$ cat src/rtl/dispatch_vrp_pkg.sv
// rtl/dispatch_vrp_pkg.sv - shared constants and onehot helpers for the round-robin dispatcher
package dispatch_vrp_pkg;

    localparam int CNT_WIDTH = 16;
    // Upper bound on WIDTH supported by rotl1's fixed-width argument
    localparam int MAX_WIDTH = 64;

    // Rotate the low w bits of a onehot vector left by one, wrapping bit w-1 to bit 0
    function automatic logic [MAX_WIDTH-1:0] rotl1(input logic [MAX_WIDTH-1:0] v, input int w);
        logic [MAX_WIDTH-1:0] r;
        r = '0;
        for (int i = 0; i < MAX_WIDTH; i++) begin
            if (i < w) begin
                r[(i + 1 == w) ? 0 : i + 1] = v[i];
            end
        end
        return r;
    endfunction

endpackage

$ cat src/rtl/dispatch_vrp_rr_if.sv
// rtl/dispatch_vrp_rr_if.sv - 1:N stream bundle; v_cnt_m present only with DISPATCH_VRP_CNT_EN
interface dispatch_vrp_rr_if #(
    parameter int WIDTH     = 4,
    parameter int PLD_WIDTH = 32
);
    import dispatch_vrp_pkg::*;

    logic                 vld_s;
    logic                 rdy_s;
    logic [PLD_WIDTH-1:0] pld_s;
    logic [WIDTH-1:0]     v_vld_m;
    logic [WIDTH-1:0]     v_rdy_m;
    logic [PLD_WIDTH-1:0] v_pld_m [WIDTH];
`ifdef DISPATCH_VRP_CNT_EN
    logic [CNT_WIDTH-1:0] v_cnt_m [WIDTH];
`endif

    // Dispatcher side: consumes the input stream, produces the output streams
    modport slave (
        input  vld_s, pld_s, v_rdy_m,
        output rdy_s, v_vld_m, v_pld_m
`ifdef DISPATCH_VRP_CNT_EN
        , output v_cnt_m
`endif
    );

    // Environment side: producer plus replicated consumers
    modport master (
        output vld_s, pld_s, v_rdy_m,
        input  rdy_s, v_vld_m, v_pld_m
`ifdef DISPATCH_VRP_CNT_EN
        , input v_cnt_m
`endif
    );

endinterface

$ cat src/rtl/dispatch_vrp_rr_pick.sv
// rtl/dispatch_vrp_rr_pick.sv - circular priority picker: first requester at or after ptr
module rr_pick_onehot #(
    parameter int WIDTH = 4
) (
    input  logic [WIDTH-1:0] req,
    input  logic [WIDTH-1:0] ptr,
    output logic [WIDTH-1:0] gnt
);
    logic [2*WIDTH-1:0] req2;
    logic [2*WIDTH-1:0] ptr2;
    logic [2*WIDTH-1:0] hit2;

    // Doubling req turns the wrap-around scan into a linear one; subtracting the
    // onehot ptr clears the lowest set bit at or above ptr, which the mask isolates.
    always_comb begin
        req2 = {req, req};
        ptr2 = {{WIDTH{1'b0}}, ptr};
        hit2 = req2 & ~(req2 - ptr2);
        gnt  = hit2[WIDTH-1:0] | hit2[2*WIDTH-1:WIDTH];
    end

endmodule

$ cat src/rtl/dispatch_vrp_rr.sv
// rtl/dispatch_vrp_rr.sv - 1:N round-robin dispatcher with one registered slot per output; DISPATCH_VRP_CNT_EN adds beat counters
module dispatch_vrp_rr
    import dispatch_vrp_pkg::*;
#(
    parameter int WIDTH     = 4,
    parameter int PLD_WIDTH = 32
) (
    input  logic              clk,
    input  logic              rst_n,
    dispatch_vrp_rr_if.slave  bus
);
    logic [WIDTH-1:0]     slot_full;
    logic [PLD_WIDTH-1:0] slot_pld [WIDTH];
    logic [WIDTH-1:0]     ptr;
    logic [WIDTH-1:0]     free;
    logic [WIDTH-1:0]     sel;
    logic [WIDTH-1:0]     ptr_next;
    logic [MAX_WIDTH-1:0] sel_rot;
    logic                 rdy;
    logic                 accept;

    // A slot draining this cycle is reusable, so back-to-back beats see no bubble
    always_comb begin
        free     = ~slot_full | bus.v_rdy_m;
        rdy      = |free;
        accept   = bus.vld_s & rdy;
        sel_rot  = rotl1(MAX_WIDTH'(sel), WIDTH);
        ptr_next = sel_rot[WIDTH-1:0];
    end

    rr_pick_onehot #(.WIDTH(WIDTH)) u_pick (
        .req (free),
        .ptr (ptr),
        .gnt (sel)
    );

    // Slot fill/drain; a load in the same cycle as a drain wins and keeps the slot full
    always_ff @(posedge clk or negedge rst_n) begin
        if (!rst_n) begin
            slot_full <= '0;
            for (int i = 0; i < WIDTH; i++) begin
                slot_pld[i] <= '0;
            end
        end else begin
            for (int i = 0; i < WIDTH; i++) begin
                if (accept && sel[i]) begin
                    slot_full[i] <= 1'b1;
                    slot_pld[i]  <= bus.pld_s;
                end else if (slot_full[i] && bus.v_rdy_m[i]) begin
                    slot_full[i] <= 1'b0;
                end
            end
        end
    end

    // Priority pointer moves just past the slot that was loaded
    always_ff @(posedge clk or negedge rst_n) begin
        if (!rst_n) begin
            ptr <= WIDTH'(1);
        end else if (accept) begin
            ptr <= ptr_next;
        end
    end

    assign bus.rdy_s   = rdy;
    assign bus.v_vld_m = slot_full;
    assign bus.v_pld_m = slot_pld;

`ifdef DISPATCH_VRP_CNT_EN
    logic [CNT_WIDTH-1:0] cnt [WIDTH];

    // Per-output delivered-beat counters, saturating at all-ones
    always_ff @(posedge clk or negedge rst_n) begin
        if (!rst_n) begin
            for (int i = 0; i < WIDTH; i++) begin
                cnt[i] <= '0;
            end
        end else begin
            for (int i = 0; i < WIDTH; i++) begin
                if (slot_full[i] && bus.v_rdy_m[i] && (cnt[i] != {CNT_WIDTH{1'b1}})) begin
                    cnt[i] <= cnt[i] + 1'b1;
                end
            end
        end
    end

    assign bus.v_cnt_m = cnt;
`endif

endmodule
$ cat src/flat_wrapper.sv
// flat-port wrapper written by rule: the top's interface ports become plain ports
module dispatch_vrp_rr_flat import dispatch_vrp_pkg::*;
#(
    parameter int WIDTH     = 4,
    parameter int PLD_WIDTH = 32
)
  (clk, rst_n, bus_vld_s, bus_pld_s, bus_v_rdy_m, bus_rdy_s, bus_v_vld_m, bus_v_pld_m);
  dispatch_vrp_rr_if #(.WIDTH(WIDTH), .PLD_WIDTH(PLD_WIDTH)) bus_i ();
  input  logic clk;
  input  logic rst_n;
  input wire logic [$bits(bus_i.vld_s)-1:0] bus_vld_s;
  input wire logic [$bits(bus_i.pld_s)-1:0] bus_pld_s;
  input wire logic [$bits(bus_i.v_rdy_m)-1:0] bus_v_rdy_m;
  output wire logic [$bits(bus_i.rdy_s)-1:0] bus_rdy_s;
  output wire logic [$bits(bus_i.v_vld_m)-1:0] bus_v_vld_m;
  output wire logic [$bits(bus_i.v_pld_m)-1:0] bus_v_pld_m;
  assign bus_i.vld_s = bus_vld_s;
  assign bus_i.pld_s = bus_pld_s;
  assign bus_i.v_rdy_m = bus_v_rdy_m;
  assign bus_rdy_s = bus_i.rdy_s;
  assign bus_v_vld_m = bus_i.v_vld_m;
  assign bus_v_pld_m = {>>{bus_i.v_pld_m}};
  dispatch_vrp_rr #(.WIDTH(WIDTH), .PLD_WIDTH(PLD_WIDTH)) u_core (.clk(clk), .rst_n(rst_n), .bus(bus_i));
endmodule
$ cat config.mk
export PLATFORM = sky130hd
export DESIGN_NAME = dispatch_vrp_rr_flat
export DESIGN_NICKNAME = d
export VERILOG_FILES = /design/src/rtl/dispatch_vrp_pkg.sv /design/src/rtl/dispatch_vrp_rr_if.sv /design/src/rtl/dispatch_vrp_rr_pick.sv /design/src/rtl/dispatch_vrp_rr.sv /design/src/flat_wrapper.sv
export SDC_FILE = /design/constraint.sdc
export NUM_CORES = 1
export LEC_CHECK = 0
export CAP_MARGIN = 20
export CORE_MARGIN = 2
export CORE_UTILIZATION = 37
export CTS_CLUSTER_DIAMETER = 100
export DETAILED_ROUTE_END_ITERATION = 12
export PLACE_DENSITY = 0.66
export SLEW_MARGIN = 20
export SYNTH_ARGS = -nofsm -noshare
export SYNTH_HDL_FRONTEND = slang
export SYNTH_HIERARCHICAL = 1
export SYNTH_SLANG_ARGS = --single-unit
$ cat constraint.sdc
create_clock -name clk -period 5.3 [get_ports clk]
set_clock_uncertainty 0.15 [all_clocks]
set_input_delay 0.53 -clock clk [delete_from_list [all_inputs] [get_ports clk]]
set_output_delay 0.53 -clock clk [all_outputs]
set_load 0.01 [all_outputs]
==> metrics.csv, run 1 <==
stage;metric;value;unit
global_route;Total GRT Usage;17.0;%
global_route;number of global-route vias before repair;3766;
finish;Layout Nets;550;
clock_tree;CTS Hold Buffers Added;0;
synth;Synth Warn #;6;
worst_setup_path;WS Path Type;in2reg;
timing;final period utilization;66.6;%
synth;Synth area leader;dfrtp_1;
finish;final non-filler cell area;7830;um^2
clock_tree;post-cts gate resize count;0;
drt;Routed WL;12.5;mm
floorplan;I/O pin total;172;
status;run status;complete, no violations;
clock_tree;H-tree depth;4;
clock_tree;CTS tree;yes;
pwr;Worst VDD drop;0.340;mV
synth;Post-synth ARST share;100;%
pwr;pwr/cell area;721;nW/um^2
timing;Slew Limit Fails;0;
drt;Via Count;3357;
drt;DRC violation count after routing;0;
timing;Slew HR;39.2;%
floorplan;core area;14400;um^2
synth;#FFs+latches synth;136;
worst_setup_path;R2R Setup Slk;2.02;ns
clock_tree;clk_lat worst skew;0.41;ns
timing;worst slew pin tran;0.910;ns
drt;number of DRC markers in iteration 0;154;
synth;Post-synth EDFFs;0;
synth;ys flop type;dfrtp_1;
timing;Setup TNS Final;0;ns
worst_setup_path;CP Data Arrival Time;3.67;ns
pwr;leakage;0.00326;uW
floorplan;Die ar.;15500;um^2
global_route;pin count of the biggest net entering global routing;84;
drt;antenna-violating nets left;0;
clock_tree;CTS Buf Count;17;
synth;Cell Area, Synth;5370;um^2
worst_setup_path;Worst EP required;5.44;ns
synth;Post-Synthesis Net Count;369;
synth;Synth top cells by count;135 x dfrtp_1, 120 x mux2_2, 12 x buf_6;
global_route;first-pass GRT wire length;20.6;mm
timing;RSZ-0062 raised after global routing;false;
finish;Antenna Cells;0;
floorplan;Die Wd;124;um
floorplan;Die H;124;um
synth;register area share after synthesis;63.4;%
timing;fmax;283;MHz
worst_hold_path;hold crit path type;in2async;
finish;share of layout cells above drive strength 1;31.3;%
floorplan;Starting Density;37.4;%
clock_tree;CTS max path bufs;2;
global_route;grt total ovfl;0;
synth;syn avg cell area;16.5;um^2
timing;final hold vios;0;
clock_tree;Setup Fix Bufs, Post-CTS;0;
clock_tree;clk slew on worst S/H paths;0.06;ns
placed_design;placed cell area;7220;um^2
synth;Mapped Cells;326;
synth;top cells by area, synth;dfrtp_1 63%, mux2_2 25%, buf_6 2.5%;
placed_design;Detailed Place HPWL;8.78;mm
timing;minimum clock period;3.53;ns
drt;WL per Instance;17.7;um
clock_tree;clk sink count;136;
placed_design;IO buf count;171;
finish;P&R area growth vs syn;45.8;%
clock_tree;Root Buffer;clkbuf_16;
floorplan;site row count;44;
synth;post-synth top area share;62.9;%
drt;Vias/cell;4.77;
global_route;initial antenna violation count;0;
synth;Synth cell types;28;
worst_setup_path;Crit Path Max Fanout;23;
placed_design;Routability Congestion;0.820;
synth;count leader, synth;dfrtp_1;
run;Max Cap Viol;0;
timing;final setup fails;0;
worst_setup_path;Critical Path Start Type;input port;
finish;Filler cells;1167;
worst_setup_path;critical path capture point type;register;
drt;First-pass DRT Iterations;4;
## critical path: stages
cell and delay, ns:
clkdlybuf4s50_1 0.42, nand2b_1 0.24, ha_1 0.37, a21oi_1 0.18, o21ai_2 0.09, xnor2_1 0.17
o21a_1 0.13, nand2_1 0.09, a21oi_4 0.71, buf_4 0.35, mux2_2 0.36
## metal layers
layer | GRT usage (%) | routed length, um | part of all wire (%) | up-vias
li1 | - | - | - | 1513
met4 | 6.94 | 233 | 1.9 | 0
met2 | 27.9 | 6210 | 50 | 106
met1 | 20.1 | 5180 | 41 | 1719
met5 | 0 | 0 | 0 | -
met3 | 6.70 | 875 | 7.0 | 19
## state kept, by name, summed over array words and instances (netlist names)
signal	flops
u_core/bus.v_pld_m	128
u_core/bus.v_vld_m	4
u_core/ptr	4
## layout by cell type, fill, tap and decap left out, types with 4 or more instances in the layout
cell             netlist  routed
a21o_1                 4       4
a21oi_4                4       4
buf_4                  2       4
clkbuf_16              0      17
clkbuf_8               0       4
clkdlybuf4s50_1        0     170
clkinv_2               0       4
dfrtp_1              135     135
inv_1                  4       4
mux2_1                 8       8
mux2_2               120     120
nand2_1               10      10
nand2b_1               4       4
## logic make-up (layout without fill, tap and decap cells)
kind of cell             after synthesis  count (layout)  synth area share, %
AO/OA/AOI/OAI                         17              17                 3.01
XOR/XNOR                               1               1                0.163
adder cells (fa/ha/maj)                4               4                 1.07
buffers and inverters                 18             212                 3.08
flip-flops                           136             136                 63.4
multiplexers                         128             128                 26.8
AND/OR/NAND/NOR                       22              22                 2.45
## report_power, final
| group | switching [uW] | internal (uW) | leakage (uW) |
|---|---|---|---|
| sequential | 279 | 1590 | 0.00161 |
| combinational | 1010 | 1570 | 0.00136 |
| clock | 414 | 787 | 0.000300 |
| total | 1700 | 3950 | 0.00326 |
## final timing paths
check | from | end | depth (start not counted)
hold reg to reg | u_core/ptr[2] | u_core/ptr[2] | 1
max in group asynchronous | rst_n | u_core/bus.v_pld_m[120] | 2
setup / recovery | bus_v_rdy_m[2] | u_core/bus.v_pld_m[1] | 11
hold / removal | rst_n | u_core/bus.v_pld_m[37] | 1
min in group clk | u_core/ptr[2] | u_core/ptr[2] | 1
setup reg to reg | u_core/bus.v_vld_m[2] | u_core/bus.v_pld_m[1] | 10
## final cells by class
class                      instances  area [um^2]  area share, %
timing repair buffer             176         1770           22.6
tap                              184          230           2.94
multi-input combinational        172         1800           23.0
sequential                       136         3400           43.5
clock inverter                     8          118           1.50
inverter                           4         15.0          0.192
clock buffer                      24          492           6.28
## metrics by stage
| step | utilization (%) | total power [uW] | setup slack [ns] | cells | hold slack [ns] |
|---|---|---|---|---|---|
| 2_1_floorplan | - | 3160 | 2.46 | 326 | 0.0844 |
| 3_3_place_gp | 50.1 | 4400 | 1.43 | 671 | 0.314 |
| 3_5_place_dp | 50.3 | 4500 | 1.34 | 672 | 0.317 |
| 4_1_cts | 54.5 | 5730 | 1.77 | 704 | 0.0286 |
| 5_1_grt | 54.5 | 5970 | 1.61 | 704 | 0.0680 |
| 6_report | 54.5 | 5650 | 1.77 | 704 | 0.00636 |
Note: power is estimated with default switching activity, not from simulation.
==> run 2, diff against run 1 <==
- clock period: 5.3 -> 3.7 ns (I/O delays scaled with it)
==> run 2 against run 1 <==
First-iteration DRC count up 19%. Cell area grew 0.29%. Via count grew 0.98%. Routed wire length rose by 3.6%. Clock power up 38%. Sequential share of layout area is 0.12 points lower. Critical path depth is 1 higher. Sequential power increased by 43%. Global-route usage up 0.53 points. Critical path type unchanged. Largest cell class unchanged. Largest power group unchanged.
==> metrics.csv, run 2 (synthesis gave the netlist of run 1 again) <==
stage;metric;value;unit;change
timing;Slew HR;35.4;%;-3.8 points
pwr;Worst VDD drop;0.433;mV;+27%
worst_hold_path;hold path startpoint;u_core/ptr[2];;
timing;minimum clock period;2.97;ns;
placed_design;DP Worst Slack;0.325;ns;-1.02 ns
timing;final setup fails;0;;unchanged
drt;routed wl met3;882;um;+0.80%
timing;Slew Limit Fails;0;;unchanged
worst_setup_path;critical path startpoint;bus_v_rdy_m[0];;
timing;RSZ-0062 raised after global routing;false;;
floorplan;I/O pin total;172;;unchanged
clock_tree;clk sink count;136;;unchanged
clock_tree;CTS tree;yes;;
worst_setup_path;critical path capture point type;register;;
finish;commonest non-fill, non-tap cell in the layout;clkdlybuf4s50_1;;
clock_tree;CTS Buf Count;17;;unchanged
timing;fmax;337;MHz;
pwr;leakage;0.00326;uW;about the same
floorplan;Die H;124;um;unchanged
pwr;pwr/cell area;1030;nW/um^2;+43%
pwr;Power, Total;8090;uW;+43%
finish;share of layout cells above drive strength 1;32.0;%;+0.65 points
run;Max Cap Viol;0;;unchanged
floorplan;Starting Density;37.4;%;unchanged
floorplan;Die ar.;15500;um^2;unchanged
worst_setup_path;Critical Path Start Type;input port;;
drt;WL met2;6.67;mm;+7.4%
clock_tree;clk slew on worst S/H paths;0.06;ns;about the same
timing;Final Worst Setup Slack;0.731;ns;-1.04 ns
drt;antenna-violating nets left;0;;unchanged
drt;WL per Instance;18.3;um;+3.3%
placed_design;Detailed Place HPWL;8.62;mm;-1.8%
placed_design;IO buf count;171;;unchanged
floorplan;site row count;44;;unchanged
drt;Top Layer Used;met4;;
global_route;pin count of the biggest net entering global routing;108;;+29%
worst_setup_path;Critical-path top delay cell;clkdlybuf4s50_1;;
placed_design;Routability Congestion;0.840;;+2.5%
drt;Vias/cell;4.80;;+0.70%
timing;final hold vios;0;;unchanged
worst_setup_path;CP peak stage delay;0.42;ns;-0.29 ns
global_route;Total GRT Usage;17.6;%;+0.53 points
finish;max reg flops;128;;unchanged
worst_setup_path;WS Path Type;in2reg;;
global_route;first-pass GRT wire length;21.0;mm;+1.9%
drt;met1 wire length;5.17;mm;-0.12%
worst_setup_path;Reg2Reg Launch Point;u_core/bus.v_vld_m[0];;
status;run status;complete, no violations;;
drt;First-pass DRT Iterations;4;;unchanged
finish;Antenna Cells;0;;unchanged
worst_setup_path;CP Data Arrival Time;3.11;ns;-0.56 ns
drt;number of DRC markers in iteration 0;183;;+19%
worst_setup_path;Worst EP required;3.85;ns;-1.59 ns
floorplan;Die Wd;124;um;unchanged
floorplan;core area;14400;um^2;unchanged
clock_tree;CTS max path bufs;2;;unchanged
timing;worst slew pin tran;0.969;ns;+0.0595 ns
finish;P&R area growth vs syn;46.2;%;
global_route;number of global-route vias before repair;3797;;+0.82%
drt;Via Count;3390;;+0.98%
worst_hold_path;hold crit path type;reg2reg;;
clock_tree;clk_lat worst skew;0.41;ns;about the same
finish;Layout Nets;553;;+0.55%
drt;DRC violation count after routing;0;;unchanged
timing;final period utilization;80.2;%;
global_route;grt total ovfl;0;;unchanged
clock_tree;H-tree depth;4;;unchanged
clock_tree;Root Buffer;clkbuf_16;;
worst_setup_path;crit-path cells;clkdlybuf4s50_1 > nand2b_1 > nor2b_2 > fa_1 > and2b_1 > o21ai_1 > nor4b_1 > o31a_1 > nand2_1 > a21oi_4 > buf_12 > mux2_2;;
placed_design;number of cells after detailed placement;674;;+0.30%
worst_setup_path;Crit Path Max Fanout;33;;+43%
drt;Routed WL;12.9;mm;+3.6%
finish;commonest cells after routing, fill and taps aside;170 x clkdlybuf4s50_1, 135 x dfrtp_1, 120 x mux2_2;;
finish;final std cells w/o fill;706;;+0.28%
timing;Setup TNS Final;0;ns;unchanged
global_route;initial antenna violation count;0;;unchanged
## run 2: changes by cell type in the layout (fill, tap and decap cells not counted), sizes merged
cell,change
inv,+1
clkbuf,-4
clkinvlp,+3
bufinv,-1
buf,+2
dlygate4sd3,+1
## run 2: worst max-delay path, delay by kind of cell
family,cells,cell delay [ns]
buf+inv,2,0.65
mux,1,0.37
compound gates,3,0.47
fa+ha+maj,1,0.19
simple gates,5,1.03
## run 2: worst paths after layout
path	to	slack [ns]	depth (start not counted)
setup / recovery	u_core/bus.v_pld_m[47]	0.73	12
hold / removal	u_core/ptr[2]	0.33	1
min in group asynchronous	u_core/bus.v_vld_m[3]	0.50	2
setup reg to reg	u_core/bus.v_pld_m[47]	0.83	11
max in group asynchronous	u_core/bus.v_pld_m[102]	2.05	3
hold reg to reg	u_core/ptr[2]	0.33	1
## run 2: timing repair
item | 4_1_cts | 5_1_grt
gates resized for setup | 0 | 0
hold buffers | 1 | 0
setup buffers | 0 | 0
endpoints found under the hold margin | 93 | 0
## run 2: where the power goes
part | internal [uW] | switching, uW
Clock | 1040 | 622
Combinational | 2290 | 1460
Sequential | 2270 | 409
Total | 5600 | 2490
## run 2: per-stage QoR
step / hold slack [ns] / util (%) / cell area, um^2
after CTS: 0.329 / 54.6 / 7850
after detailed placement: 0.317 / 50.5 / 7250
after global placement: 0.316 / 50.5 / 7250
after global routing: 0.348 / 54.6 / 7850
after floorplan: -0.0756 / - / 5370
final: 0.326 / 54.6 / 7850
## run 2: metal layers
layer | track usage, % | up-vias
met3 | 7.39 | 17
met2 | 29.5 | 96
met5 | 0 | -
met1 | 20.3 | 1759
met4 | 6.08 | 0
li1 | - | 1518
## run 2: final cells by class
type                    instances  area (um^2)
clock buffers                  20          467
clock inverters                11          123
fillers                      1172         6520
inverters                       4         15.0
multi-input cells             172         1800
flip-flops and latches        136         3400
well taps                     184          230
repair buffers                179         1810
